File: src/rtl/pp_row_reducer_pkg.sv
// rtl/pp_row_reducer_pkg.sv - shared FMA widths and lane-product type
package pp_row_reducer_pkg;

  // Row multiplexer stage: 11b mantissas, partial products pre-shifted by 3 per slice
  localparam int MANT_W   = 11;
  localparam int PP_SHIFT = 3;

  localparam int LANES  = 16;
  localparam int NPP    = 4;
  localparam int PP_W   = 24;
  localparam int PROD_W = 22;
  localparam int ROW_W  = 4;

  typedef struct packed {
    logic [PROD_W-1:0] prod;
    logic              norm;
  } lane_prod_t;

endpackage

File: src/rtl/pp_row_reducer_lane_sum.sv
// rtl/pp_row_reducer_lane_sum.sv - per-lane partial-product adder, split at the S1 boundary
module pp_lane_sum
  import pp_row_reducer_pkg::*;
(
  input  logic [NPP*PP_W-1:0] pp_i,
  output logic [PP_W-1:0]     pair_lo_o,
  output logic [PP_W-1:0]     pair_hi_o,
  input  logic [PP_W-1:0]     pair_lo_i,
  input  logic [PP_W-1:0]     pair_hi_i,
  output lane_prod_t          res_o,
  output logic                err_o
);

  logic [PP_W-1:0] sum;

  always_comb begin
    pair_lo_o = '0;
    pair_hi_o = '0;
    for (int k = 0; k < NPP; k++) begin
      if (k < NPP / 2) pair_lo_o = pair_lo_o + pp_i[k*PP_W +: PP_W];
      else             pair_hi_o = pair_hi_o + pp_i[k*PP_W +: PP_W];
    end
  end

  // Modulo-2^PP_W sum; any bit above the product width means the lane left range
  assign sum        = pair_lo_i + pair_hi_i;
  assign res_o.prod = sum[PROD_W-1:0];
  assign res_o.norm = sum[PROD_W-1];
  assign err_o      = |sum[PP_W-1:PROD_W];

endmodule

File: src/rtl/pp_row_reducer.sv
// rtl/pp_row_reducer.sv - 2-stage partial-product row reducer with row tagging
module pp_row_reducer #(
  parameter int LANES  = pp_row_reducer_pkg::LANES,
  parameter int NPP    = pp_row_reducer_pkg::NPP,
  parameter int PP_W   = pp_row_reducer_pkg::PP_W,
  parameter int PROD_W = pp_row_reducer_pkg::PROD_W
) (
  input  logic                     clk,
  input  logic                     rst_n,
  input  logic                     clr,
  input  logic                     in_valid,
  output logic                     in_ready,
  input  logic [LANES*NPP*PP_W-1:0] in_pp,
  output logic                     out_valid,
  input  logic                     out_ready,
  output logic [LANES*PROD_W-1:0]  out_prod,
  output logic [LANES-1:0]         out_norm,
  output logic [3:0]               out_row,
  output logic                     out_last,
  output logic                     err_sticky
);
  import pp_row_reducer_pkg::*;

  logic                    s1_valid_q, s2_valid_q;
  logic [ROW_W-1:0]        row_cnt_q, s1_row_q, s2_row_q;
  logic [LANES*PP_W-1:0]   s1_lo_q, s1_hi_q, lo_d, hi_d;
  logic [LANES*PROD_W-1:0] s2_prod_q, prod_d;
  logic [LANES-1:0]        s2_norm_q, norm_d, err_d;
  logic                    err_sticky_q;
  logic                    s2_free, s1_adv, accept;

  for (genvar g = 0; g < LANES; g++) begin : g_lane
    lane_prod_t res;

    pp_lane_sum u_sum (
      .pp_i      (in_pp[g*NPP*PP_W +: NPP*PP_W]),
      .pair_lo_o (lo_d[g*PP_W +: PP_W]),
      .pair_hi_o (hi_d[g*PP_W +: PP_W]),
      .pair_lo_i (s1_lo_q[g*PP_W +: PP_W]),
      .pair_hi_i (s1_hi_q[g*PP_W +: PP_W]),
      .res_o     (res),
      .err_o     (err_d[g])
    );

    assign prod_d[g*PROD_W +: PROD_W] = res.prod;
    assign norm_d[g]                  = res.norm;
  end

  assign s2_free  = !s2_valid_q || out_ready;
  assign s1_adv   = s1_valid_q && s2_free;
  assign in_ready = !clr && (!s1_valid_q || s1_adv);
  assign accept   = in_valid && in_ready;

  always_ff @(posedge clk or negedge rst_n) begin
    if (!rst_n) begin
      s1_valid_q   <= 1'b0;
      s2_valid_q   <= 1'b0;
      row_cnt_q    <= '0;
      s1_row_q     <= '0;
      s2_row_q     <= '0;
      s1_lo_q      <= '0;
      s1_hi_q      <= '0;
      s2_prod_q    <= '0;
      s2_norm_q    <= '0;
      err_sticky_q <= 1'b0;
    end else if (clr) begin
      s1_valid_q   <= 1'b0;
      s2_valid_q   <= 1'b0;
      row_cnt_q    <= '0;
      err_sticky_q <= 1'b0;
    end else begin
      if (!s1_valid_q || s1_adv) s1_valid_q <= in_valid;
      if (accept) begin
        s1_lo_q   <= lo_d;
        s1_hi_q   <= hi_d;
        s1_row_q  <= row_cnt_q;
        row_cnt_q <= row_cnt_q + 4'd1;
      end
      if (s2_free) s2_valid_q <= s1_valid_q;
      // Data only moves on a real transfer so a stalled output stays frozen
      if (s1_adv) begin
        s2_prod_q <= prod_d;
        s2_norm_q <= norm_d;
        s2_row_q  <= s1_row_q;
        if (|err_d) err_sticky_q <= 1'b1;
      end
    end
  end

  assign out_valid  = s2_valid_q;
  assign out_prod   = s2_prod_q;
  assign out_norm   = s2_norm_q;
  assign out_row    = s2_row_q;
  assign out_last   = (s2_row_q == 4'd15);
  assign err_sticky = err_sticky_q;

endmodule
File: config.mk
export PLATFORM = sky130hd
export DESIGN_NAME = pp_row_reducer
export DESIGN_NICKNAME = d
export VERILOG_FILES = /design/src/rtl/pp_row_reducer_pkg.sv /design/src/rtl/pp_row_reducer_lane_sum.sv /design/src/rtl/pp_row_reducer.sv
export SDC_FILE = /design/constraint.sdc
export NUM_CORES = 2
export LEC_CHECK = 0
export CAP_MARGIN = 5
export CORE_AREA = 2 2 743 745
export DETAILED_ROUTE_END_ITERATION = 10
export DIE_AREA = 0 0 745 747
export PLACE_DENSITY_LB_ADDON = 0.15
export SETUP_SLACK_MARGIN = 0.15
export SYNTH_ARGS = -nofsm -noshare
export SYNTH_HDL_FRONTEND = slang
export SYNTH_SLANG_ARGS = --single-unit
File: constraint.sdc
create_clock -name clk -period 4.37 [get_ports clk]
set_input_delay 0.874 -clock clk [delete_from_list [all_inputs] [get_ports clk]]
set_output_delay 0.874 -clock clk [all_outputs]
set_load 0.02 [all_outputs]
==> impl_metrics.json <==
{
  "outcome": "finished, final reports clean",
  "hold-path-cell-count": 2,
  "synth_top_area_frac": 0.320,
  "routed-via-count": 85800,
  "synth_area_leaders": "dfrtp_1, ha_1, o21ai_0",
  "power.density_nw_per_um2": 492,
  "crit_type": "reg2reg",
  "dieArea_um2": 557000,
  "start_util": 0.162,
  "min_period_ns": 4.24,
  "rsz0062_at_grt": "true",
  "port_buffers": 1916,
  "crit_fanout": 3,
  "clock_latency_ns": 0.90,
  "yosysTopAreaCell": "dfrtp_1",
  "clkTransAtPathRegs_ns": 0.05,
  "core_um2": 548000,
  "grt_pass1_vias": 86100,
  "synthArstFlopShare": 1.00,
  "synth_nets": 13100,
  "dp_cells": 20000,
  "gp_congestion": 0.875,
  "reg2reg_depth": 16,
  "grt_usage": 0.180,
  "instances_no_fill": 20400,
  "clockBufferDepth": 4,
  "critPathTopFamily": "compound AO/OA/AOI/OAI gates",
  "ys_warn_count": 0,
  "dr.pass1.iters": 5,
  "cts_root_buffer": "clkbuf_16",
  "final.period_utilization": 0.971,
  "die_y_um": 747,
  "drv_slew": 0,
  "layout-drive-gt1-share": 0.0868,
  "cp_num_buf_inv": 3,
  "fp.dieW_um": 745,
  "cts_tree": "done",
  "cts.sinks": 1135,
  "area_delta_synth_final_pct": 44.3,
  "grt_first_pass_wirelength_mm": 702,
  "cpMaxStageDelayCell": "nor4_4",
  "p_leak_uw": 0.0564,
  "ios": 1917,
  "setup-tns-final_ns": 0,
  "ys_types": 81,
  "worst_clock_skew_ns": 0.0753,
  "utilization": 0.234,
  "hold_class": "reg2reg",
  "drt_iter0_drc": 5056,
  "crit_path_cell_trace": "ha_1, inv_1, fa_1, nor2b_1, o31ai_1, a21oi_1, a211oi_1, buf_4, o21bai_1, a21oi_1, xor2_2, buf_12, nand2_1, nor4_4, and4_1, a41oi_1",
  "avgSynthCellArea_um2": 8.51,
  "nets": 15600,
  "drt_wl_total_mm": 519,
  "whs_endpoint": "s1_hi_q[199]$_DFFE_PN0P_",
  "drv_cap": 0,
  "row_count": 272,
  "cp-end-kind": "flip-flop",
  "slowest_delay_ns": 0.63,
  "yosysSeqAreaShare": 0.320,
  "r2r-end": "err_sticky$_DFFE_PN0P_",
  "gr-total-overflow": 0,
  "synth_edf_count": 0,
  "crit_top_cell": "a21oi_1",
  "fin_hold_ws_ns": 0.478,
  "vdd_drop_max_mv": 0.337,
  "fmax_ghz": 0.236,
  "setup_violations": 0,
  "antenna_found_initial": 178,
  "numCtsBuffers": 166,
  "start_kind": "flip-flop",
  "viasPerCell": 4.21,
  "required_ns": 5.10,
  "ys_ff_latch": 1135,
  "rrSetupSlack_ns": 0.13,
  "drc": 0,
  "timing.slew.headroom": 0.194,
  "report.final.hold_viol_count": 0,
  "ant_nets": 0,
  "wl_per_cell_um": 25.5,
  "cts_htree_levels": 4,
  "hpwl_mm": 453,
  "min_from": "s1_hi_q[199]$_DFFE_PN0P_",
  "synth_cells": 10400,
  "critPathArrivalTime_ns": 4.98,
  "grt_start_max_net_pins": 160,
  "tightest_slew_ns": 1.20,
  "syn_area_um2": 88800,
  "rr_startpoint": "s1_hi_q[360]$_DFFE_PN0P_",
  "synth_ff_type": "dfrtp_1"
}
## sequential cells by signal (all words and copies together) (netlist names)
name	count
err_sticky	1
out_prod	352
out_row	4
out_valid	1
row_cnt_q	4
s1_hi_q	384
s1_lo_q	384
s1_row_q	4
s1_valid_q	1
## final cells by class
| cell class | count | area [µm²] |
|---|---|---|
| clock buffer | 219 | 4700 |
| antenna | 56 | 140 |
| tap | 7261 | 9080 |
| inverter | 355 | 1330 |
| sequential | 1135 | 28400 |
| timing repair buffer | 2596 | 25000 |
| clock inverter | 77 | 1040 |
| multi-input combinational | 8659 | 58400 |
| fill | 60400 | 420000 |
## per-layer routing
metal | GRT usage | share of wire
met5 | 0 | 0.00075
met4 | 0.0322 | 0.019
met3 | 0.0552 | 0.078
met2 | 0.302 | 0.47
met1 | 0.227 | 0.44
## metrics by stage
step | total power (µW) | setup WS (ns) | area [µm²]
final | 63000 | 0.126 | 128000
after global routing | 67600 | 0.0202 | 128000
after floorplan | 30700 | 0.658 | 88800
after detailed placement | 49100 | -1.36 | 122000
after CTS | 64500 | -0.171 | 128000
after global placement | 49200 | -1.38 | 122000
## what timing repair did
action | CTS | global route
cloned | 0 | 0
buffers inserted | 0 | 9
gates resized for setup | 24 | 37
pin swaps | 8 | 20
endpoints found under the setup margin | 7 | 4
hold buffers | 1 | 0
endpoints found under the hold margin | 46 | 0
## worst min-delay path: stages, from the launching register on
cell and delay (ns):
dfrtp_1 0.35, nand2_1 0.05, nand2_1 0.05
## power breakdown
| group | switching, µW | total, µW | internal [µW] |
|---|---|---|---|
| combinational | 19600 | 32300 | 12600 |
| clock | 5930 | 14600 | 8680 |
| sequential | 2580 | 16200 | 13600 |
## cell usage in the layout (no fill, tap or decap), types with 33 or more instances in the layout
| master | n |
|---|---|
| o211ai_1 | 59 |
| xnor2_1 | 424 |
| o21ai_1 | 33 |
| a21o_1 | 263 |
| inv_1 | 355 |
| diode_2 | 56 |
| or3_1 | 92 |
| ha_1 | 1097 |
| o21ai_0 | 1400 |
| clkbuf_8 | 35 |
| a31oi_1 | 92 |
| dfrtp_1 | 1133 |
| nor2b_1 | 122 |
| o31ai_1 | 119 |
| nor3_1 | 188 |
| and2_1 | 52 |
| nand2b_1 | 166 |
| a211oi_1 | 125 |
| o21bai_1 | 108 |
| nand2_1 | 1594 |
| buf_4 | 626 |
| fa_1 | 47 |
| clkbuf_16 | 166 |
| nor2_1 | 520 |
| or2_2 | 43 |
| a21oi_1 | 646 |
| nand4_1 | 43 |
| o21a_1 | 125 |
| and3_1 | 98 |
| nand3_1 | 177 |
| clkdlybuf4s50_1 | 1912 |
| buf_12 | 55 |
| xor2_1 | 516 |
## worst max-delay path by stage
stage | from | to | cells past startpoint
2_1_floorplan | in_pp[145] | s1_hi_q[47]$_DFFE_PN0P_ | 12
3_3_place_gp | in_pp[1345] | s1_lo_q[359]$_DFFE_PN0P_ | 15
3_5_place_dp | in_pp[1345] | s1_lo_q[359]$_DFFE_PN0P_ | 15
4_1_cts | s1_hi_q[339]$_DFFE_PN0P_ | err_sticky$_DFFE_PN0P_ | 12
5_1_grt | s1_lo_q[140]$_DFFE_PN0P_ | err_sticky$_DFFE_PN0P_ | 13
6_report | s1_hi_q[360]$_DFFE_PN0P_ | err_sticky$_DFFE_PN0P_ | 16
## cell usage after synthesis (all sizes together), types with 59 or more instances
| cell type | n |
|---|---|
| nand2b | 166 |
| ha | 1105 |
| o31ai | 119 |
| nor2 | 520 |
| xor2 | 518 |
| a21o | 264 |
| nand2 | 1595 |
| nor2b | 122 |
| o21bai | 109 |
| o21a | 125 |
| o211ai | 59 |
| nand3 | 177 |
| and3 | 101 |
| dfrtp | 1135 |
| inv | 355 |
| clkbuf | 250 |
| xnor2 | 427 |
| o21ai | 1442 |
| a31oi | 94 |
| or3 | 92 |
| a211oi | 130 |
| nor3 | 190 |
| a21oi | 650 |
## cell families after synthesis
family                   count (synthesis)  share of synthesized area
AO/OA/AOI/OAI                         3325                      0.226
buffers and inverters                  632                     0.0274
XOR/XNOR                               945                     0.0932
AND/OR/NAND/NOR                       3211                      0.164
multiplexers                            25                    0.00310
flip-flops                            1135                      0.320
adder cells (fa/ha/maj)               1153                      0.167
(Power assumes the default switching activity.)
